$ cat src/rtl/vend_pkg.sv
// Shared types for the multi-item vending controller: FSM state encoding,
// coin codes and the coin code to value mapping.
package vend_pkg;

    localparam int COIN_VAL_W = 8;

    typedef enum logic [2:0] {
        S_IDLE    = 3'd0,
        S_SELECT  = 3'd1,
        S_RECEIVE = 3'd2,
        S_COMPARE = 3'd3,
        S_VEND    = 3'd4,
        S_RETURN  = 3'd5
    } vend_state_e;

    localparam logic [1:0] COIN_5  = 2'b00;
    localparam logic [1:0] COIN_10 = 2'b01;
    localparam logic [1:0] COIN_20 = 2'b10;
    localparam logic [1:0] COIN_50 = 2'b11;

    function automatic logic [COIN_VAL_W-1:0] coin_value(input logic [1:0] code);
        logic [COIN_VAL_W-1:0] v;
        case (code)
            COIN_5:  v = COIN_VAL_W'(5);
            COIN_10: v = COIN_VAL_W'(10);
            COIN_20: v = COIN_VAL_W'(20);
            default: v = COIN_VAL_W'(50);
        endcase
        return v;
    endfunction

endpackage

$ cat src/rtl/vend_ctrl_multi_if.sv
// Request/response bundle of the vending controller.
// Restock ports exist only when VEND_STOCK_EN is defined.
interface vend_ctrl_multi_if #(
    parameter int IW      = 2,
    parameter int MONEY_W = 8
);
    logic               start;
    logic               cancel;
    logic               continue_buy;
    logic               done_money;
    logic               item_valid;
    logic [IW-1:0]      item_in;
    logic               coin_valid;
    logic [1:0]         coin_code;
`ifdef VEND_STOCK_EN
    logic               restock_valid;
    logic [IW-1:0]      restock_item;
`endif
    logic [2:0]         state;
    logic [MONEY_W-1:0] credit;
    logic [MONEY_W-1:0] price;
    logic               vend_valid;
    logic [IW-1:0]      vend_item;
    logic               change_valid;
    logic [MONEY_W-1:0] change_amt;
    logic               end_trans;
    logic               coin_reject;
    logic               insufficient;
    logic               sold_out;

`ifdef VEND_STOCK_EN
    modport master (
        output start, cancel, continue_buy, done_money,
        output item_valid, item_in, coin_valid, coin_code,
        output restock_valid, restock_item,
        input  state, credit, price, vend_valid, vend_item,
        input  change_valid, change_amt, end_trans,
        input  coin_reject, insufficient, sold_out
    );
    modport slave (
        input  start, cancel, continue_buy, done_money,
        input  item_valid, item_in, coin_valid, coin_code,
        input  restock_valid, restock_item,
        output state, credit, price, vend_valid, vend_item,
        output change_valid, change_amt, end_trans,
        output coin_reject, insufficient, sold_out
    );
`else
    modport master (
        output start, cancel, continue_buy, done_money,
        output item_valid, item_in, coin_valid, coin_code,
        input  state, credit, price, vend_valid, vend_item,
        input  change_valid, change_amt, end_trans,
        input  coin_reject, insufficient, sold_out
    );
    modport slave (
        input  start, cancel, continue_buy, done_money,
        input  item_valid, item_in, coin_valid, coin_code,
        output state, credit, price, vend_valid, vend_item,
        output change_valid, change_amt, end_trans,
        output coin_reject, insufficient, sold_out
    );
`endif

endinterface

$ cat src/rtl/vend_stock.sv
// Per-item stock counters: decrement on dispense, restock to full scale.
module vend_stock #(
    parameter int N_ITEMS    = 4,
    parameter int IW         = 2,
    parameter int STOCK_W    = 4,
    parameter int INIT_STOCK = 7
) (
    input  logic          clk,
    input  logic          reset_n,
    input  logic          dec_valid,
    input  logic [IW-1:0] dec_item,
    input  logic          restock_valid,
    input  logic [IW-1:0] restock_item,
    input  logic [IW-1:0] query_item,
    output logic          in_stock
);

    logic [STOCK_W-1:0] cnt_q [N_ITEMS];

    // Restock wins over a same-cycle dispense of the same item
    always_ff @(posedge clk) begin
        if (!reset_n) begin
            for (int i = 0; i < N_ITEMS; i++)
                cnt_q[i] <= STOCK_W'(INIT_STOCK);
        end else begin
            for (int i = 0; i < N_ITEMS; i++) begin
                if (restock_valid && restock_item == IW'(i))
                    cnt_q[i] <= '1;
                else if (dec_valid && dec_item == IW'(i) && cnt_q[i] != '0)
                    cnt_q[i] <= cnt_q[i] - STOCK_W'(1);
            end
        end
    end

    assign in_stock = (cnt_q[query_item] != '0);

endmodule

$ cat src/rtl/vend_ctrl_multi.sv
// Multi-item vending controller: select, pay, compare, vend, return change.
// Define VEND_STOCK_EN to add per-item stock tracking and restock ports.
module vend_ctrl_multi
    import vend_pkg::*;
#(
    parameter int N_ITEMS    = 4,
    parameter int IW         = $clog2(N_ITEMS),
    parameter int MONEY_W    = 8,
    parameter int MAX_CREDIT = 200,
    parameter logic [N_ITEMS*MONEY_W-1:0] PRICE_TABLE =
        {8'd60, 8'd15, 8'd40, 8'd25},
    parameter int STOCK_W    = 4,
    parameter int INIT_STOCK = 7
) (
    input logic clk,
    input logic reset_n,
    vend_ctrl_multi_if.slave bus
);

    vend_state_e        st_q, st_d;
    logic [MONEY_W-1:0] credit_q, credit_d;
    logic [MONEY_W-1:0] price_q, price_d;
    logic [MONEY_W-1:0] change_q, change_d;
    logic [IW-1:0]      item_q, item_d;
    logic [IW-1:0]      vitem_q, vitem_d;
    logic [MONEY_W:0]   sum;
    logic               in_stock;
    logic               item_ok;
    logic               coin_rej;
    logic               insuff;
    logic               sold;

    assign item_ok = (32'(bus.item_in) < N_ITEMS);

`ifdef VEND_STOCK_EN
    vend_stock #(
        .N_ITEMS   (N_ITEMS),
        .IW        (IW),
        .STOCK_W   (STOCK_W),
        .INIT_STOCK(INIT_STOCK)
    ) u_stock (
        .clk          (clk),
        .reset_n      (reset_n),
        .dec_valid    (st_q == S_VEND),
        .dec_item     (item_q),
        .restock_valid(bus.restock_valid),
        .restock_item (bus.restock_item),
        .query_item   (bus.item_in),
        .in_stock     (in_stock)
    );
`else
    logic unused_stock_cfg;
    assign unused_stock_cfg = ^{STOCK_W[0], INIT_STOCK[0]};
    assign in_stock = 1'b1;
`endif

    always_ff @(posedge clk) begin
        if (!reset_n) begin
            st_q     <= S_IDLE;
            credit_q <= '0;
            price_q  <= '0;
            change_q <= '0;
            item_q   <= '0;
            vitem_q  <= '0;
        end else begin
            st_q     <= st_d;
            credit_q <= credit_d;
            price_q  <= price_d;
            change_q <= change_d;
            item_q   <= item_d;
            vitem_q  <= vitem_d;
        end
    end

    always_comb begin
        st_d     = st_q;
        credit_d = credit_q;
        price_d  = price_q;
        change_d = change_q;
        item_d   = item_q;
        vitem_d  = vitem_q;
        coin_rej = 1'b0;
        insuff   = 1'b0;
        sold     = 1'b0;
        sum      = {1'b0, credit_q}
                 + (MONEY_W+1)'(coin_value(bus.coin_code));
        case (st_q)
            S_IDLE: begin
                if (bus.start) st_d = S_SELECT;
            end
            S_SELECT: begin
                if (bus.cancel) begin
                    st_d = S_IDLE;
                end else if (bus.item_valid && item_ok) begin
                    if (in_stock) begin
                        item_d  = bus.item_in;
                        price_d = PRICE_TABLE[int'(bus.item_in)*MONEY_W +: MONEY_W];
                        st_d    = S_RECEIVE;
                    end else begin
                        sold = 1'b1;
                    end
                end
            end
            S_RECEIVE: begin
                if (bus.coin_valid) begin
                    if (sum > (MONEY_W+1)'(MAX_CREDIT))
                        coin_rej = 1'b1;
                    else
                        credit_d = sum[MONEY_W-1:0];
                end
                // Refund includes a coin accepted in the cancel cycle
                if (bus.cancel) begin
                    change_d = credit_d;
                    st_d     = S_RETURN;
                end else if (bus.done_money) begin
                    st_d = S_COMPARE;
                end
            end
            S_COMPARE: begin
                if (bus.cancel) begin
                    change_d = credit_q;
                    st_d     = S_RETURN;
                end else if (credit_q >= price_q) begin
                    vitem_d = item_q;
                    st_d    = S_VEND;
                end else begin
                    insuff = 1'b1;
                    st_d   = S_RECEIVE;
                end
            end
            S_VEND: begin
                change_d = credit_q - price_q;
                st_d     = S_RETURN;
            end
            S_RETURN: begin
                credit_d = '0;
                st_d     = bus.continue_buy ? S_SELECT : S_IDLE;
            end
            default: st_d = S_IDLE;
        endcase
    end

    assign bus.state        = st_q;
    assign bus.credit       = credit_q;
    assign bus.price        = price_q;
    assign bus.vend_valid   = (st_q == S_VEND);
    assign bus.vend_item    = vitem_q;
    assign bus.change_valid = (st_q == S_RETURN);
    assign bus.change_amt   = change_q;
    assign bus.end_trans    = (st_q == S_RETURN);
    assign bus.coin_reject  = coin_rej;
    assign bus.insufficient = insuff;
    assign bus.sold_out     = sold;

endmodule

$ cat src/flat_wrapper.sv
// flat-port wrapper written by rule: the top's interface ports become plain ports
module vend_ctrl_multi_flat import vend_pkg::*;
#(
    parameter int N_ITEMS    = 4,
    parameter int IW         = $clog2(N_ITEMS),
    parameter int MONEY_W    = 8,
    parameter int MAX_CREDIT = 200,
    parameter logic [N_ITEMS*MONEY_W-1:0] PRICE_TABLE =
        {8'd60, 8'd15, 8'd40, 8'd25},
    parameter int STOCK_W    = 4,
    parameter int INIT_STOCK = 7
)
  (clk, reset_n, bus_start, bus_cancel, bus_continue_buy, bus_done_money, bus_item_valid, bus_item_in, bus_coin_valid, bus_coin_code, bus_state, bus_credit, bus_price, bus_vend_valid, bus_vend_item, bus_change_valid, bus_change_amt, bus_end_trans, bus_coin_reject, bus_insufficient, bus_sold_out);
  vend_ctrl_multi_if #(.IW(IW), .MONEY_W(MONEY_W)) bus_i ();
  input logic clk;
  input logic reset_n;
  input wire logic [$bits(bus_i.start)-1:0] bus_start;
  input wire logic [$bits(bus_i.cancel)-1:0] bus_cancel;
  input wire logic [$bits(bus_i.continue_buy)-1:0] bus_continue_buy;
  input wire logic [$bits(bus_i.done_money)-1:0] bus_done_money;
  input wire logic [$bits(bus_i.item_valid)-1:0] bus_item_valid;
  input wire logic [$bits(bus_i.item_in)-1:0] bus_item_in;
  input wire logic [$bits(bus_i.coin_valid)-1:0] bus_coin_valid;
  input wire logic [$bits(bus_i.coin_code)-1:0] bus_coin_code;
  output wire logic [$bits(bus_i.state)-1:0] bus_state;
  output wire logic [$bits(bus_i.credit)-1:0] bus_credit;
  output wire logic [$bits(bus_i.price)-1:0] bus_price;
  output wire logic [$bits(bus_i.vend_valid)-1:0] bus_vend_valid;
  output wire logic [$bits(bus_i.vend_item)-1:0] bus_vend_item;
  output wire logic [$bits(bus_i.change_valid)-1:0] bus_change_valid;
  output wire logic [$bits(bus_i.change_amt)-1:0] bus_change_amt;
  output wire logic [$bits(bus_i.end_trans)-1:0] bus_end_trans;
  output wire logic [$bits(bus_i.coin_reject)-1:0] bus_coin_reject;
  output wire logic [$bits(bus_i.insufficient)-1:0] bus_insufficient;
  output wire logic [$bits(bus_i.sold_out)-1:0] bus_sold_out;
  assign bus_i.start = bus_start;
  assign bus_i.cancel = bus_cancel;
  assign bus_i.continue_buy = bus_continue_buy;
  assign bus_i.done_money = bus_done_money;
  assign bus_i.item_valid = bus_item_valid;
  assign bus_i.item_in = bus_item_in;
  assign bus_i.coin_valid = bus_coin_valid;
  assign bus_i.coin_code = bus_coin_code;
  assign bus_state = bus_i.state;
  assign bus_credit = bus_i.credit;
  assign bus_price = bus_i.price;
  assign bus_vend_valid = bus_i.vend_valid;
  assign bus_vend_item = bus_i.vend_item;
  assign bus_change_valid = bus_i.change_valid;
  assign bus_change_amt = bus_i.change_amt;
  assign bus_end_trans = bus_i.end_trans;
  assign bus_coin_reject = bus_i.coin_reject;
  assign bus_insufficient = bus_i.insufficient;
  assign bus_sold_out = bus_i.sold_out;
  vend_ctrl_multi #(.N_ITEMS(N_ITEMS), .IW(IW), .MONEY_W(MONEY_W), .MAX_CREDIT(MAX_CREDIT), .PRICE_TABLE(PRICE_TABLE), .STOCK_W(STOCK_W), .INIT_STOCK(INIT_STOCK)) u_core (.clk(clk), .reset_n(reset_n), .bus(bus_i));
endmodule
$ cat config.mk
export PLATFORM = sky130hd
export DESIGN_NAME = vend_ctrl_multi_flat
export DESIGN_NICKNAME = d
export VERILOG_FILES = /design/src/rtl/vend_pkg.sv /design/src/rtl/vend_ctrl_multi_if.sv /design/src/rtl/vend_stock.sv /design/src/rtl/vend_ctrl_multi.sv /design/src/flat_wrapper.sv
export SDC_FILE = /design/constraint.sdc
export NUM_CORES = 1
export LEC_CHECK = 0
export CAP_MARGIN = 40
export CORE_MARGIN = 4
export CORE_UTILIZATION = 40
export CTS_CLUSTER_DIAMETER = 100
export CTS_CLUSTER_SIZE = 24
export DETAILED_ROUTE_END_ITERATION = 8
export GPL_TIMING_DRIVEN = 0
export HOLD_SLACK_MARGIN = 0.1
export PLACE_DENSITY = 0.72
export SLEW_MARGIN = 25
export SYNTH_ARGS = -nofsm -noshare
export SYNTH_HDL_FRONTEND = slang
export SYNTH_SLANG_ARGS = --single-unit
export TNS_END_PERCENT = 20
$ cat constraint.sdc
create_clock -name clk -period 6.68 [get_ports clk]
set_input_delay 1.336 -clock clk [delete_from_list [all_inputs] [get_ports clk]]
set_output_delay 1.336 -clock clk [all_outputs]
set_load 0.02 [all_outputs]
Word-level counts from Yosys, hierarchy flattened
Cells that the tools add are included.

Reductions and logical operators: 8. Magnitude comparators: 2. $add $sub $neg: 2. Bitwise gates (word level): 1. Shifts and indexed selects: 1. Multiplexer cells: 22. Equality and inequality tests: 12.

Operators with widths (number): $mux W8 (4); $shiftx A32 B6 Y8 const A (1); $pmux W8 S3 (1); $mux W3 (7); $pmux W3 S6 (1); $pmux W6 S3 (1); $pmux W8 S2 (1); $reduce_and A3 Y1 (4); $add A8 B6 Y9 (1); $gt A9 B8 Y1 const B (1); $ge A8 B8 Y1 (1); $sub A8 B8 Y8 (1); $mux W1 (7); $eq A3 B2 Y1 const B (2); $eq A3 B3 Y1 const B (2); $ne A2 B2 Y1 const B (3); $ne A3 B3 Y1 const B (2); $eq A3 B1 Y1 const B (1); $logic_not A3 Y1 (1); $reduce_bool A3 Y1 (1); $eq A2 B1 Y1 const B (1); $eq A2 B2 Y1 const B (1); $logic_not A2 Y1 (1); $reduce_bool A2 Y1 (1); $not A1 Y1 (1).

Bits in registers: 31. Output and inout bits: 35. Input bits: 12. Word-level logic and storage cells: 54.

Logic depth before layout (Yosys ltp)
Word-level depth: 8. Depth in mapped cells: 11. Depth with buffers taken out: 11.

Worst setup path after synthesis
Ideal clock, no wire load.

Path type: input -> output. Start point: input port bus_coin_code[1]. End point: output port bus_coin_reject. Buffers on the path: 0. Data arrival time: 3.333 ns. Data required time: 5.344 ns. Slack: 2.011 ns. Stages: 9. Cells stage by stage: nor2_1 -> ha_1 -> fa_1 -> a211oi_2 -> o21bai_1 -> a21oi_2 -> xnor2_1 -> nand3_1 -> a21oi_1.

Word-level cells in the longest chain between the ends: 7. Elaborated cells between the ends (all ways): 9. Classes of those cells: add/sub (1); order compare (1); eq/ne (2); mux (4); reduce/logical (1).

RTL lines: start: declaration (line flat_wrapper.sv:24) `input wire logic [$bits(bus_i.coin_code)-1:0] bus_coin_code;`; $eq A2 B2 Y1 (tied with other cells) (line vend_pkg.sv:23) `case (code)`; $pmux W6 S3 * (line vend_pkg.sv:23); $add A8 B6 Y9 * (line vend_ctrl_multi.sv:86) `+ (MONEY_W+1)'(coin_value(bus.coin_code));`; $gt A9 B8 Y1 * (line vend_ctrl_multi.sv:106) `if (sum > (MONEY_W+1)'(MAX_CREDIT))`; $mux W1 * (line vend_ctrl_multi.sv:106); $mux W1 * (line vend_ctrl_multi.sv:105) `if (bus.coin_valid) begin`; $mux W1 * (line vend_ctrl_multi.sv:87) `case (st_q)`; end: declaration (line flat_wrapper.sv:33) `output wire logic [$bits(bus_i.coin_reject)-1:0] bus_coin_reject;`.

Mark *: on every way between the ends. The rest lies on a longest branch, timed or not.

Worst setup path in the final report
Start point: input port bus_coin_code[0]. End point: output port bus_coin_reject.

The elaborated chain is that of the path after synthesis.

==> flow_summary.yaml <==
timing:
  post-route-period-util: 0.879
  tns_ns: 0
  clock.fmax_mhz: 170
  slew_violations: 0
  hold_viol: 0
  setup_viol_count_final: 0
  holdWs_ns: 0.500
  relSlewSlack: 0.641
  final.setup_skew_ns: 0.00178
  rsz0062_at_grt: "false"
  tightest_slew_ns: 0.539
  fin_crit_ns: 5.87
worst_setup_path:
  path_buf_inv: 2
  crit_top_cell: "clkdlybuf4s50_1"
  crit_family: "buffers and inverters"
  cp.arrival_ns: 4.54
  crit_path_start_kind: "input pin"
  crit_required_ns: 5.34
  max_stage_delay_ns: 0.61
  end_kind: "output port"
  worstRegToRegCells: 8
  critPathMaxFanout: 5
  path_cells: "clkdlybuf4s50_1 -> nor2_1 -> ha_1 -> fa_1 -> a211oi_2 -> o21bai_1 -> a21oi_2 -> xnor2_1 -> nand3_1 -> a21oi_1 -> clkdlybuf4s50_1"
  cp_num_cells: 11
  path_class: "input pin to output port"
  cp_slowest_cell: "clkdlybuf4s50_1"
final_layout:
  finalNetCount: 354
  drive_above_1_share: 0.0644
  postLayoutCoreUtil: 0.528
  antennaDiodeCount: 0
  multi_input_area_sq_um: 1500
  syn_to_final_growth_pct: 25.8
  nFillCells: 518
  register_area_sq_um: 541
synthesis:
  netlist_area_sq_um: 2170
  yosys.area.top_type: "dfxtp_1"
  synth.distinct_cells: 55
  ys_ff_latch: 27
  yosysMostFrequentCell: "nand2_1"
  synth_edf_count: 0
  seq_area_frac_synth: 0.249
  synth_common_cells: "nand2_1 (33), dfxtp_1 (27), nand3_1 (18), nor2_1 (17)"
  synth_cells: 278
  yosysTopAreaCellShare: 0.249
  syn_area_per_cell_sq_um: 7.80
  async_flop_share: 0
  synth_top_flop_cell: "dfxtp_1"
  yosysWarnings: 0
  yosys-top-cells-area: "dfxtp_1 (25%), ha_1 (7.5%), mux2i_1 (6.5%)"
route:
  drtIter0Drc: 144
  route.vias.total: 2183
  wl_per_cell_microns: 14.6
  antenna_left: 0
  drt_first_pass_iters: 4
  via_per_inst: 5.51
  drc_errors: 0
  routed_wirelength_mm: 5.77
floorplanning:
  core.rowCount: 26
  die_y_microns: 81.6
  core-area_sq_um: 5170
  fp.dieW_microns: 81.6
  die_area_sq_um: 6670
  start_util: 0.419
  ios: 47
global_routing:
  antenna_found_initial: 0
  track_usage: 0.182
  grt_pass1_vias: 2086
  grt_max_degree: 15
  overflow: 0
  grt_pass1_wl_mm: 9.63
clock_tree:
  clk_latency_ns: 0.27
  cts_max_level: 1
  clockRootBuffer: "clkbuf_8"
  clock_path_buffers: 2
  cts_tree: "done"
  cts-buffers-inserted: 3
  clk_pin_slew_ns: 0.10
  clock-sinks: 27
  ctsResizeCount: 0
  post-cts-setup-buffer-count: 0
  postCtsHoldBufs: 0
pwr:
  p_leak_nw: 1.11
  p_per_area_nw_per_um2: 133
  vdd_ir_drop_max_v: 0.000101
flow_run:
  cap_violations: 0
place:
  place_congestion: 0.951
  portBuffers: 42
  dpl.hpwl_mm: 4.55
status:
  outcome: "finished, final reports clean"
worst_hold_path:
  whs_path_depth: 2
  hp-class: "flop to flop"
==> layout make-up <==
type | instances | area share
Clock buffer | 4 | 0.0165
Inverter | 16 | 0.0220
Sequential cell | 27 | 0.198
Tap cell | 70 | 0.0321
Buffer | 16 | 0.0284
Timing Repair Buffer | 42 | 0.154
Multi-Input combinational cell | 221 | 0.549
==> worst paths after layout <==
kind                                     startpoint                                     to  slack, ns
setup / recovery                   bus_coin_code[0]                        bus_coin_reject       0.81
hold / removal     u_core.bus.price[3]$_SDFFE_PN0P_       u_core.bus.price[3]$_SDFFE_PN0P_       0.50
setup reg to reg  u_core.bus.credit[0]$_SDFFE_PN0P_  u_core.bus.change_amt[0]$_SDFFE_PN0P_       3.82
hold reg to reg    u_core.bus.price[3]$_SDFFE_PN0P_       u_core.bus.price[3]$_SDFFE_PN0P_       0.50
==> power breakdown <==
part           internal, mW  switching, mW
Combinational        0.0412         0.0523
Clock                0.0428         0.0543
Sequential            0.167        0.00464
==> tightest hold or removal path, cell delays in order (launching register included) <==
cell and delay [ns]:
dfxtp_1 0.32, inv_1 0.07, a21boi_0 0.07
==> placed cells by master (no fill, tap or decap), types with 5 or more instances in the layout <==
cell type,instances
dfxtp_1,27
inv_1,15
ha_1,13
nand4_1,10
clkdlybuf4s50_1,42
nand3_1,18
o21ai_0,15
clkbuf_1,11
o21a_1,8
a21oi_1,11
nor2_1,17
nand2_1,33
mux2i_1,14
nor2b_1,10
nor3_1,5
and2_1,6
==> flip-flops by register name, summed over array words and instances, names as in the netlist <==
signal	cells
u_core.bus.credit	8
u_core.bus.price	5
u_core.bus.change_amt	8
u_core.bus.vend_item	2
u_core.bus.state	3
u_core.item_q	1
==> kinds of logic after synthesis <==
kind of cell	Yosys count	synth area share
mux	14	0.0646
compound gates	66	0.223
xor+xnor	6	0.0277
other cells	1	0.00173
fa+ha+maj	15	0.0934
simple gates	117	0.277
flops	27	0.249
buf+inv	32	0.0634
==> routing by layer <==
metal | vias to the layer above | global-route usage | wire (microns)
li1 | 1089 | - | -
met1 | 1020 | 0.250 | 2770
met2 | 66 | 0.296 | 2600
met3 | 8 | 0.0241 | 334
met4 | 0 | 0.0532 | 71
met5 | - | 0 | 0
==> per-stage QoR <==
| stage | setup WS, ns | instance area, sq um | power, mW | cells |
|---|---|---|---|---|
| finish | 0.808 | 2730 | 0.362 | 396 |
| global route | 0.535 | 2730 | 0.380 | 396 |
| CTS | 0.790 | 2730 | 0.363 | 396 |
| detailed placement | 0.813 | 2690 | 0.268 | 392 |
| global placement | 0.825 | 2690 | 0.266 | 392 |
| floorplan | 2.01 | 2180 | 0.235 | 280 |
Note: power is estimated with default switching activity, not from simulation.
